**src/rtl/ps2_keyscan_fifo.sv**
```systemverilog
`default_nettype none
// +--------------------------------------------------------------------------+
// | Module      : ps2_keyscan_fifo                                            |
// | Description : PS/2 keyboard front end. Synchronises and filters the raw   |
// |               lines, deframes 11-bit frames, folds E0/F0 prefixes into    |
// |               make/break events and buffers them in a first-word-fall-    |
// |               through FIFO. Keeps the last two good bytes for a display.  |
// | Options     : define PS2_PARITY_CHECK_EN to reject odd-parity failures.   |
// | Revision    : 1.0  initial release                                        |
// +--------------------------------------------------------------------------+
module ps2_keyscan_fifo #(
    parameter int FIFO_DEPTH     = 8,
    parameter int FILTER_LEN     = 8,
    parameter int TIMEOUT_CYCLES = 50000
) (
    input  logic                          clk,
    input  logic                          clr,
    input  logic                          ps2c,
    input  logic                          ps2d,
    input  logic                          rd_en,
    output logic [7:0]                    ev_code,
    output logic                          ev_brk,
    output logic                          ev_ext,
    output logic                          empty,
    output logic                          full,
    output logic [$clog2(FIFO_DEPTH):0]   count,
    output logic                          overflow,
    output logic                          frame_err,
    output logic [1:0]                    err_code,
    output logic [15:0]                   xkey
);
    localparam int c_ptr_w  = $clog2(FIFO_DEPTH);
    localparam int c_fcnt_w = $clog2(FILTER_LEN) + 1;
    localparam int c_tcnt_w = $clog2(TIMEOUT_CYCLES) + 1;

    typedef enum logic [1:0] {ST_IDLE, ST_DATA, ST_PARITY, ST_STOP} state_t;

    logic                r_c_meta, r_c_sync, r_d_meta, r_d_sync;
    logic                r_filt, r_fall, r_fall_d;
    logic [c_fcnt_w-1:0] r_fcnt;
    state_t              r_state, w_next;
    logic [7:0]          r_shift;
    logic [2:0]          r_bitcnt;
    logic [c_tcnt_w-1:0] r_tcnt;
    logic                w_timeout, w_par_bad, w_done, w_err;
    logic [1:0]          w_code;
    logic                r_byte_done;
    logic [7:0]          r_byte;
    logic                r_ext, r_brk, r_push;
    logic [9:0]          r_push_data;
    logic [9:0]          r_mem [FIFO_DEPTH];
    logic [c_ptr_w-1:0]  r_wp, r_rp;
    logic [c_ptr_w:0]    r_count;
    logic                w_wr, w_rd;

    // Two-flop synchronisers; idle PS/2 lines are high
    always_ff @(posedge clk) begin
        if (!clr) begin
            r_c_meta <= 1'b1; r_c_sync <= 1'b1;
            r_d_meta <= 1'b1; r_d_sync <= 1'b1;
        end else begin
            r_c_meta <= ps2c; r_c_sync <= r_c_meta;
            r_d_meta <= ps2d; r_d_sync <= r_d_meta;
        end
    end

    // Glitch filter on the clock; strobe and data sample on the filtered falling edge
    always_ff @(posedge clk) begin
        if (!clr) begin
            r_filt <= 1'b1; r_fcnt <= '0; r_fall <= 1'b0; r_fall_d <= 1'b0;
        end else begin
            r_fall <= 1'b0;
            if (r_c_sync == r_filt) begin
                r_fcnt <= '0;
            end else if (r_fcnt == c_fcnt_w'(FILTER_LEN - 1)) begin
                r_filt   <= r_c_sync;
                r_fcnt   <= '0;
                r_fall   <= ~r_c_sync;
                r_fall_d <= r_d_sync;
            end else begin
                r_fcnt <= r_fcnt + 1'b1;
            end
        end
    end

    // Frame datapath: shift register, bit counter and inter-edge timeout counter
    always_ff @(posedge clk) begin
        if (!clr) begin
            r_shift <= '0; r_bitcnt <= '0; r_tcnt <= '0;
        end else begin
            if (r_state == ST_IDLE || r_fall) r_tcnt <= '0;
            else                              r_tcnt <= r_tcnt + 1'b1;
            if (r_fall && r_state == ST_IDLE) r_bitcnt <= '0;
            if (r_fall && r_state == ST_DATA) begin
                r_shift  <= {r_fall_d, r_shift[7:1]};
                r_bitcnt <= r_bitcnt + 1'b1;
            end
        end
    end

`ifdef PS2_PARITY_CHECK_EN
    logic r_par;
    // Parity bit is held until the stop bit arrives
    always_ff @(posedge clk) begin
        if (!clr)                             r_par <= 1'b0;
        else if (r_fall && r_state == ST_PARITY) r_par <= r_fall_d;
    end
    assign w_par_bad = ~(^{r_shift, r_par});
`else
    assign w_par_bad = 1'b0;
`endif

    assign w_timeout = (r_state != ST_IDLE) && !r_fall &&
                       (r_tcnt == c_tcnt_w'(TIMEOUT_CYCLES - 1));

    // Frame FSM state register
    always_ff @(posedge clk) begin
        if (!clr) r_state <= ST_IDLE;
        else      r_state <= w_next;
    end

    // Frame FSM next state and frame verdict
    always_comb begin
        w_next = r_state;
        w_done = 1'b0;
        w_err  = 1'b0;
        w_code = 2'b00;
        case (r_state)
            ST_IDLE:   if (r_fall && !r_fall_d) w_next = ST_DATA;
            ST_DATA:   if (r_fall && r_bitcnt == 3'd7) w_next = ST_PARITY;
            ST_PARITY: if (r_fall) w_next = ST_STOP;
            ST_STOP: begin
                if (r_fall) begin
                    w_next = ST_IDLE;
                    if (!r_fall_d) begin
                        w_err = 1'b1; w_code = 2'b10;
                    end else if (w_par_bad) begin
                        w_err = 1'b1; w_code = 2'b01;
                    end else begin
                        w_done = 1'b1;
                    end
                end
            end
            default:   w_next = ST_IDLE;
        endcase
        if (w_timeout) begin
            w_next = ST_IDLE;
            w_err  = 1'b1;
            w_code = 2'b11;
        end
    end

    // Register the frame verdict; err_code holds the last reason
    always_ff @(posedge clk) begin
        if (!clr) begin
            r_byte_done <= 1'b0; r_byte <= '0; frame_err <= 1'b0; err_code <= 2'b00;
        end else begin
            r_byte_done <= w_done;
            frame_err   <= w_err;
            if (w_done) r_byte   <= r_shift;
            if (w_err)  err_code <= w_code;
        end
    end

    // Prefix folding into events, plus the two-byte display history
    always_ff @(posedge clk) begin
        if (!clr) begin
            r_ext <= 1'b0; r_brk <= 1'b0; r_push <= 1'b0; r_push_data <= '0; xkey <= '0;
        end else begin
            r_push <= 1'b0;
            if (r_byte_done) begin
                xkey <= {xkey[7:0], r_byte};
                if (r_byte == 8'hE0) begin
                    r_ext <= 1'b1;
                end else if (r_byte == 8'hF0) begin
                    r_brk <= 1'b1;
                end else begin
                    r_push      <= 1'b1;
                    r_push_data <= {r_ext, r_brk, r_byte};
                    r_ext       <= 1'b0;
                    r_brk       <= 1'b0;
                end
            end
            if (frame_err) begin
                r_ext <= 1'b0; r_brk <= 1'b0;
            end
        end
    end

    assign empty = (r_count == '0);
    assign full  = (r_count == (c_ptr_w + 1)'(FIFO_DEPTH));
    assign w_rd  = rd_en && !empty;
    assign w_wr  = r_push && (!full || w_rd);

    // FIFO pointers, occupancy and sticky overflow
    always_ff @(posedge clk) begin
        if (!clr) begin
            r_wp <= '0; r_rp <= '0; r_count <= '0; overflow <= 1'b0;
        end else begin
            if (w_wr) r_wp <= r_wp + 1'b1;
            if (w_rd) r_rp <= r_rp + 1'b1;
            if (w_wr && !w_rd)      r_count <= r_count + 1'b1;
            else if (!w_wr && w_rd) r_count <= r_count - 1'b1;
            if (r_push && full && !w_rd) overflow <= 1'b1;
        end
    end

    // FIFO storage; contents need no reset since the head is masked when empty
    always_ff @(posedge clk) begin
        if (w_wr) r_mem[r_wp] <= r_push_data;
    end

    assign {ev_ext, ev_brk, ev_code} = empty ? 10'h000 : r_mem[r_rp];
    assign count = r_count;

endmodule
`default_nettype wire

```
**config.mk**
```make
export PLATFORM = sky130hd
export DESIGN_NAME = ps2_keyscan_fifo
export DESIGN_NICKNAME = d
export VERILOG_FILES = /design/src/rtl/ps2_keyscan_fifo.sv
export SDC_FILE = /design/constraint.sdc
export NUM_CORES = 1
export LEC_CHECK = 0
export ABC_AREA = 1
export CAP_MARGIN = 20
export CORE_MARGIN = 1.5
export CORE_UTILIZATION = 45
export DETAILED_ROUTE_END_ITERATION = 16
export GPL_TIMING_DRIVEN = 0
export PLACE_DENSITY = 0.63
export SYNTH_ARGS = -nofsm -noshare
export SYNTH_HDL_FRONTEND = slang
export SYNTH_SLANG_ARGS = --single-unit
export TNS_END_PERCENT = 100
```
**constraint.sdc**
```tcl
create_clock -name clk -period 2 [get_ports clk]
set_input_delay 0.3 -clock clk [delete_from_list [all_inputs] [get_ports clk]]
set_output_delay 0.3 -clock clk [all_outputs]
set_load 0.05 [all_outputs]
```
# Word level (Yosys, flattened, before mapping)
# Memories as Yosys holds them, arrays and structs flattened. A register that Yosys moved wholly into a read port is not among the register bits.
# Index checks and enable logic that the tools add are counted.
# W data, S select, Z words.
# word_totals
in_bits,5
register_bits,93
wordCells,120
ram_bits,80
out_inout_bits,36
n_memories,1
# classes
bitwise_logic,7
n_eq_ne,15
reduce_logical,36
mux,29
add_sub_neg,7
# memory_table
name,words,word_bits,read_ports,rd_ports_with_merged_regs,write_ports,line_no,source
r_mem,8,10,1,1,1,51,logic [9:0] r_mem [FIFO_DEPTH];
# ops
op,n
$add A17 B1 Y17 const B,1
$eq A17 B16 Y1 const B,1
$eq A8 B8 Y1 const B,2
$mux W2,8
$mux W1,13
$logic_and A1 B1 Y1,12
$mux W3,4
$mux W10,1
$add A3 B1 Y3 const B,3
$reduce_or A3 Y1,3
$add A4 B1 Y4 const B,2
$mux W4,2
$pmux W2 S4,1
$not A1 Y1,7
$logic_not A1 Y1,6
$ne A2 B2 Y1 const B,3
$reduce_and A2 Y1,3
$reduce_bool A2 Y1,3
$reduce_or A2 Y1,3
$eq A2 B2 Y1 const B,2
$eq A4 B3 Y1 const B,1
$eq A4 B4 Y1 const B,1
$logic_not A4 Y1,1
$ne A2 B1 Y1 const B,2
other kinds (8),9

# Longest topological paths before layout
# logic_depth
ltp_word,9
depth_mapped,14
ltp_nobuf,14

# Least setup slack after synthesis
# Ideal clock, no wire load.
# synth_timing
path_kind,register to register
from,"reg r_count[3], in the netlist count[3]"
to,"reg r_count[3], in the netlist count[3]"
setup_ns,0.070
path_buffers,1
required_ns,1.930
synth_period_minus_slack_ns,2.308
slack_ns,-0.308
arrival_ns,2.238
path_stages_with_launch,15
path_cell_list,dfxtp_1 > clkbuf_2 > inv_1 > nand3_1 > nand2_1 > ha_1 > inv_1 > ha_1 > nand2_1 > nand2_1 > nor2_1 > nand2_1 > nand2_1 > nand2_1 > a21oi_1
# synth_via
elab_chain_cells,8
elab_cells_between_ends,16
classes_between,add/sub (2); eq/ne (1); mux (2); reduce/logical (11)
# synth_lines
item,line_no,source
"start, declared",53,logic [c_ptr_w:0] r_count;
"start signal, assigned",202,if (w_wr && !w_rd) r_count <= r_count + 1'b1;
"start signal, assigned",203,else if (!w_wr && w_rd) r_count <= r_count - 1'b1;
branches (longest 8 deep; another with $sub A4 B1 Y4),n/a,
# Several ways; the timed one is not identified. The select of a mux whose other input is x is not followed.
# A chain may end at the register's enable or synchronous reset.

==> summary.log <==
qor: die.design.die.area 16500 sq um
qor: logic_synthesis.synth.most_common_cell sky130_fd_sc_hd__nor2_1
qor: timing.fmax 474.0 MHz
qor: placed_design.place_area 7775 sq um
qor: detailed_routing.drt-total-wl 16320 um
qor: clock_tree.cts.root.buffer_cell sky130_fd_sc_hd__clkbuf_16
qor: final_layout.syn_to_final_growth 23.92%
qor: setup_path.setup.worst_path.start_class flop
qor: timing.final_min_period_over_clock_period 105.5%
qor: setup_path.arrival 1810 ps
qor: detailed_routing.post-route-drc-count 0
qor: die.initial_utilization 46.41%
qor: logic_synthesis.synth_seq_cells 176
qor: die.pin_count 41
qor: die.floorplan.die.width 128.5 um
qor: run_status.outcome finished, violations left
qor: clock_tree.path_clk_slew 60 ps
qor: final_layout.nNetsFinal 845
qor: grt.initial_antenna_violation_count 0
qor: placed_design.port_buffers 40
qor: clock_tree.cts_inserted_buffers 17
qor: placed_design.gp_congestion 0.8208
qor: grt.grt_start_max_net_pins 17
qor: clock_tree.cts.sinks 176
qor: power.irDropWorstVdd 0.7682 mV
qor: die.core-area 15260 sq um
qor: logic_synthesis.synth_sequential_area_ratio 61.06%
qor: logic_synthesis.ys.warnings.count 0
qor: timing.period_minus_slack 2110 ps
qor: grt.grt_pass1_wl 26140 um
qor: timing.grt_setup_unrepaired true
qor: timing.worst-slew-pin-transition 612.4 ps
qor: run_status.violations_in_the_final_reports setup timing
qor: grt.grt_util_all_layers 20.70%
qor: final_layout.drive_gt1_share 16.09%
qor: die.fp-row-count 45
qor: logic_synthesis.combined_area_of_all_synthesized_cells 7082 sq um
qor: setup_path.crit_type flop to primary output
qor: setup_path.critical_path_required 1700 ps
qor: timing.max-slew-margin-rel 59.17%
qor: logic_synthesis.synth.net_count 772
qor: logic_synthesis.share_of_the_synthesized_area_in_the_top_cell_type 33.92%
qor: final_layout.filler_cell_count 1295
qor: grt.grt_remaining_overflow 0
qor: clock_tree.htree_num_levels 4
qor: logic_synthesis.synthFlopType sky130_fd_sc_hd__dfxtp_1
qor: die.die_height 128.5 um
qor: clock_tree.cts_tree yes
qor: clock_tree.max-clock-path-buffers 2
qor: logic_synthesis.synth_enable_flop_cells 80
qor: logic_synthesis.synth_top_area_cell sky130_fd_sc_hd__edfxtp_1
qor: final_layout.insertedDiodeCount 0
qor: power.cellLeakagePower 3.444 nW
qor: detailed_routing.post_drt_via_cell_ratio 5.122
qor: detailed_routing.first_iter_violations 430
qor: logic_synthesis.synth.avg_cell_area 9.405 sq um
qor: timing.final_hold_vios 0
qor: setup_path.timing.critical_path.to_type primary output
qor: detailed_routing.drt_first_pass_iters 4
qor: timing.clock-skew-final 7.675 ps
qor: final_layout.layout.area.seq 4344 sq um
qor: timing.final-max-slew-violation-count 0
qor: job.timing.max_cap.violations 0
qor: timing.hold_slack 413.6 ps
qor: power.power_per_cell_area 1222 nW/um^2
qor: logic_synthesis.synth_commonest_cells 155 x sky130_fd_sc_hd__nor2_1, 96 x sky130_fd_sc_hd__dfxtp_1, 91 x sky130_fd_sc_hd__nand2_1
qor: timing.final.setup.worst_slack -109.9 ps
qor: logic_synthesis.ys_types 39
qor: setup_path.timing.critical_path.fanout_max 7
qor: timing.setup-violations-final 9
qor: final_layout.multiInputGateArea 2537 sq um
qor: clock_tree.clock_latency 430 ps
qor: logic_synthesis.yosys-top-cells-area sky130_fd_sc_hd__edfxtp_1 34%, sky130_fd_sc_hd__dfxtp_1 27%, sky130_fd_sc_hd__nor2_1 8.2%, sky130_fd_sc_hd__o21ai_0 5.7%, sky130_fd_sc_hd__nand2_1 4.8%
qor: grt.first_global_vias 5370
qor: final_layout.final_area 8776 sq um
qor: min_path.holdCritPathClass flop to flop
qor: placed_design.detailed_place_hpwl 10930 um
qor: clock_tree.holdBufCountCts 0
qor: logic_synthesis.asyncSetResetFlopFracSynth 0%
qor: detailed_routing.wire_per_inst 15.54 um
qor: detailed_routing.ant_nets 0
qor: logic_synthesis.netlist_instances 753
qor: detailed_routing.detailroute.via_count 5378
==> routing by layer <==
layer / up-vias / track usage [%] / wire, um
li1: 2689 / - / -
met1: 2531 / 24.80 / 7103
met2: 127 / 35.99 / 8134
met3: 31 / 4.574 / 658
met4: 0 / 8.989 / 424
met5: - / 0 / 0
==> kinds of logic (layout without fill, tap and decap cells) <==
| kind of cell | count (synthesis) | count (layout) | synth area share [%] |
|---|---|---|---|
| flip-flops | 176 | 176 | 61.06 |
| buffers and inverters | 87 | 173 | 5.000 |
| AND/OR/NAND/NOR | 317 | 317 | 18.94 |
| AO/OA/AOI/OAI | 151 | 151 | 11.43 |
| adder cells (fa/ha/maj) | 14 | 14 | 2.580 |
| XOR/XNOR | 8 | 8 | 0.9894 |
==> worst paths after layout <==
kind,slack [ps],depth (start not counted),start,end
hold / removal,410,1,r_c_meta,r_c_sync
setup / recovery,-110,6,flop,ev_code[4]
setup reg to reg,30,14,count[1],count[3]
hold reg to reg,410,1,r_c_meta,r_c_sync
==> stage by stage <==
step	setup slack, ps	power [mW]	TNS [ps]	instances	util (%)
2_1_floorplan	8.884	5.870	0	753	-
3_5_place_dp	-736.3	6.706	-59710	1004	50.96
3_3_place_gp	-702.2	6.659	-56030	1004	50.96
5_1_grt	-201.1	11.18	-1715	1050	57.52
4_1_cts	-153.5	10.49	-879.7	1042	56.52
6_report	-109.9	10.72	-617.9	1050	57.52
==> layout make-up <==
class	instances	share of cell area, %
Tap cell	211	3.008
Buffer	27	2.581
Clock buffer	17	4.847
Sequential cell	176	49.50
Clock inverter	15	2.110
Inverter	59	2.666
Timing Repair Buffer	55	6.373
Multi-Input combinational cell	490	28.91
==> timing repair <==
action | CTS | global route
gates cloned | 4 | 0
resized for setup | 135 | 30
endpoints found under the setup margin | 95 | 33
pin swaps | 6 | 26
setup buffers | 2 | 9
==> state kept, by name (all words and copies together) (netlist names), 2 cells and up, named ones only <==
register / cells
r_mem: 80
r_tcnt: 17
xkey: 16
r_push_data: 10
r_byte: 8
r_shift: 8
count: 4
r_fcnt: 4
r_bitcnt: 3
r_rp: 3
r_wp: 3
err_code: 2
r_state: 2
==> cells in the final DEF (no fill, tap or decap), drive strengths merged, types with 2 or more instances in the layout <==
master | Yosys | routed
nand4 | 10 | 10
clkbuf | 14 | 31
bufinv | 0 | 3
nand3 | 37 | 37
nor2 | 158 | 158
dlygate4sd2 | 0 | 2
buf | 14 | 39
or2 | 9 | 9
nor3 | 3 | 3
edfxtp | 80 | 80
o21a | 3 | 3
dfxtp | 96 | 96
ha | 13 | 13
o21ai | 82 | 82
clkinvlp | 0 | 2
inv | 59 | 62
o211ai | 10 | 10
o22ai | 10 | 10
a21oi | 44 | 44
clkdlybuf4s50 | 0 | 27
xor2 | 7 | 7
nand3b | 2 | 2
clkinv | 0 | 7
nand2 | 95 | 95
==> worst max-delay path: stages (launching register included) <==
cell and delay (ps):
sky130_fd_sc_hd__dfxtp_4 450, sky130_fd_sc_hd__clkbuf_8 180, sky130_fd_sc_hd__o21ai_0 90, sky130_fd_sc_hd__o211ai_1 260
sky130_fd_sc_hd__nand2_1 110, sky130_fd_sc_hd__nor2_2 140, sky130_fd_sc_hd__buf_6 170
==> report_power, final <==
group / switching (mW) / internal, mW
logic: 2.06 / 1.29
registers: 0.144 / 3.83
clock network: 1.41 / 1.98
total: 3.62 / 7.11
(Power assumes the default switching activity.)
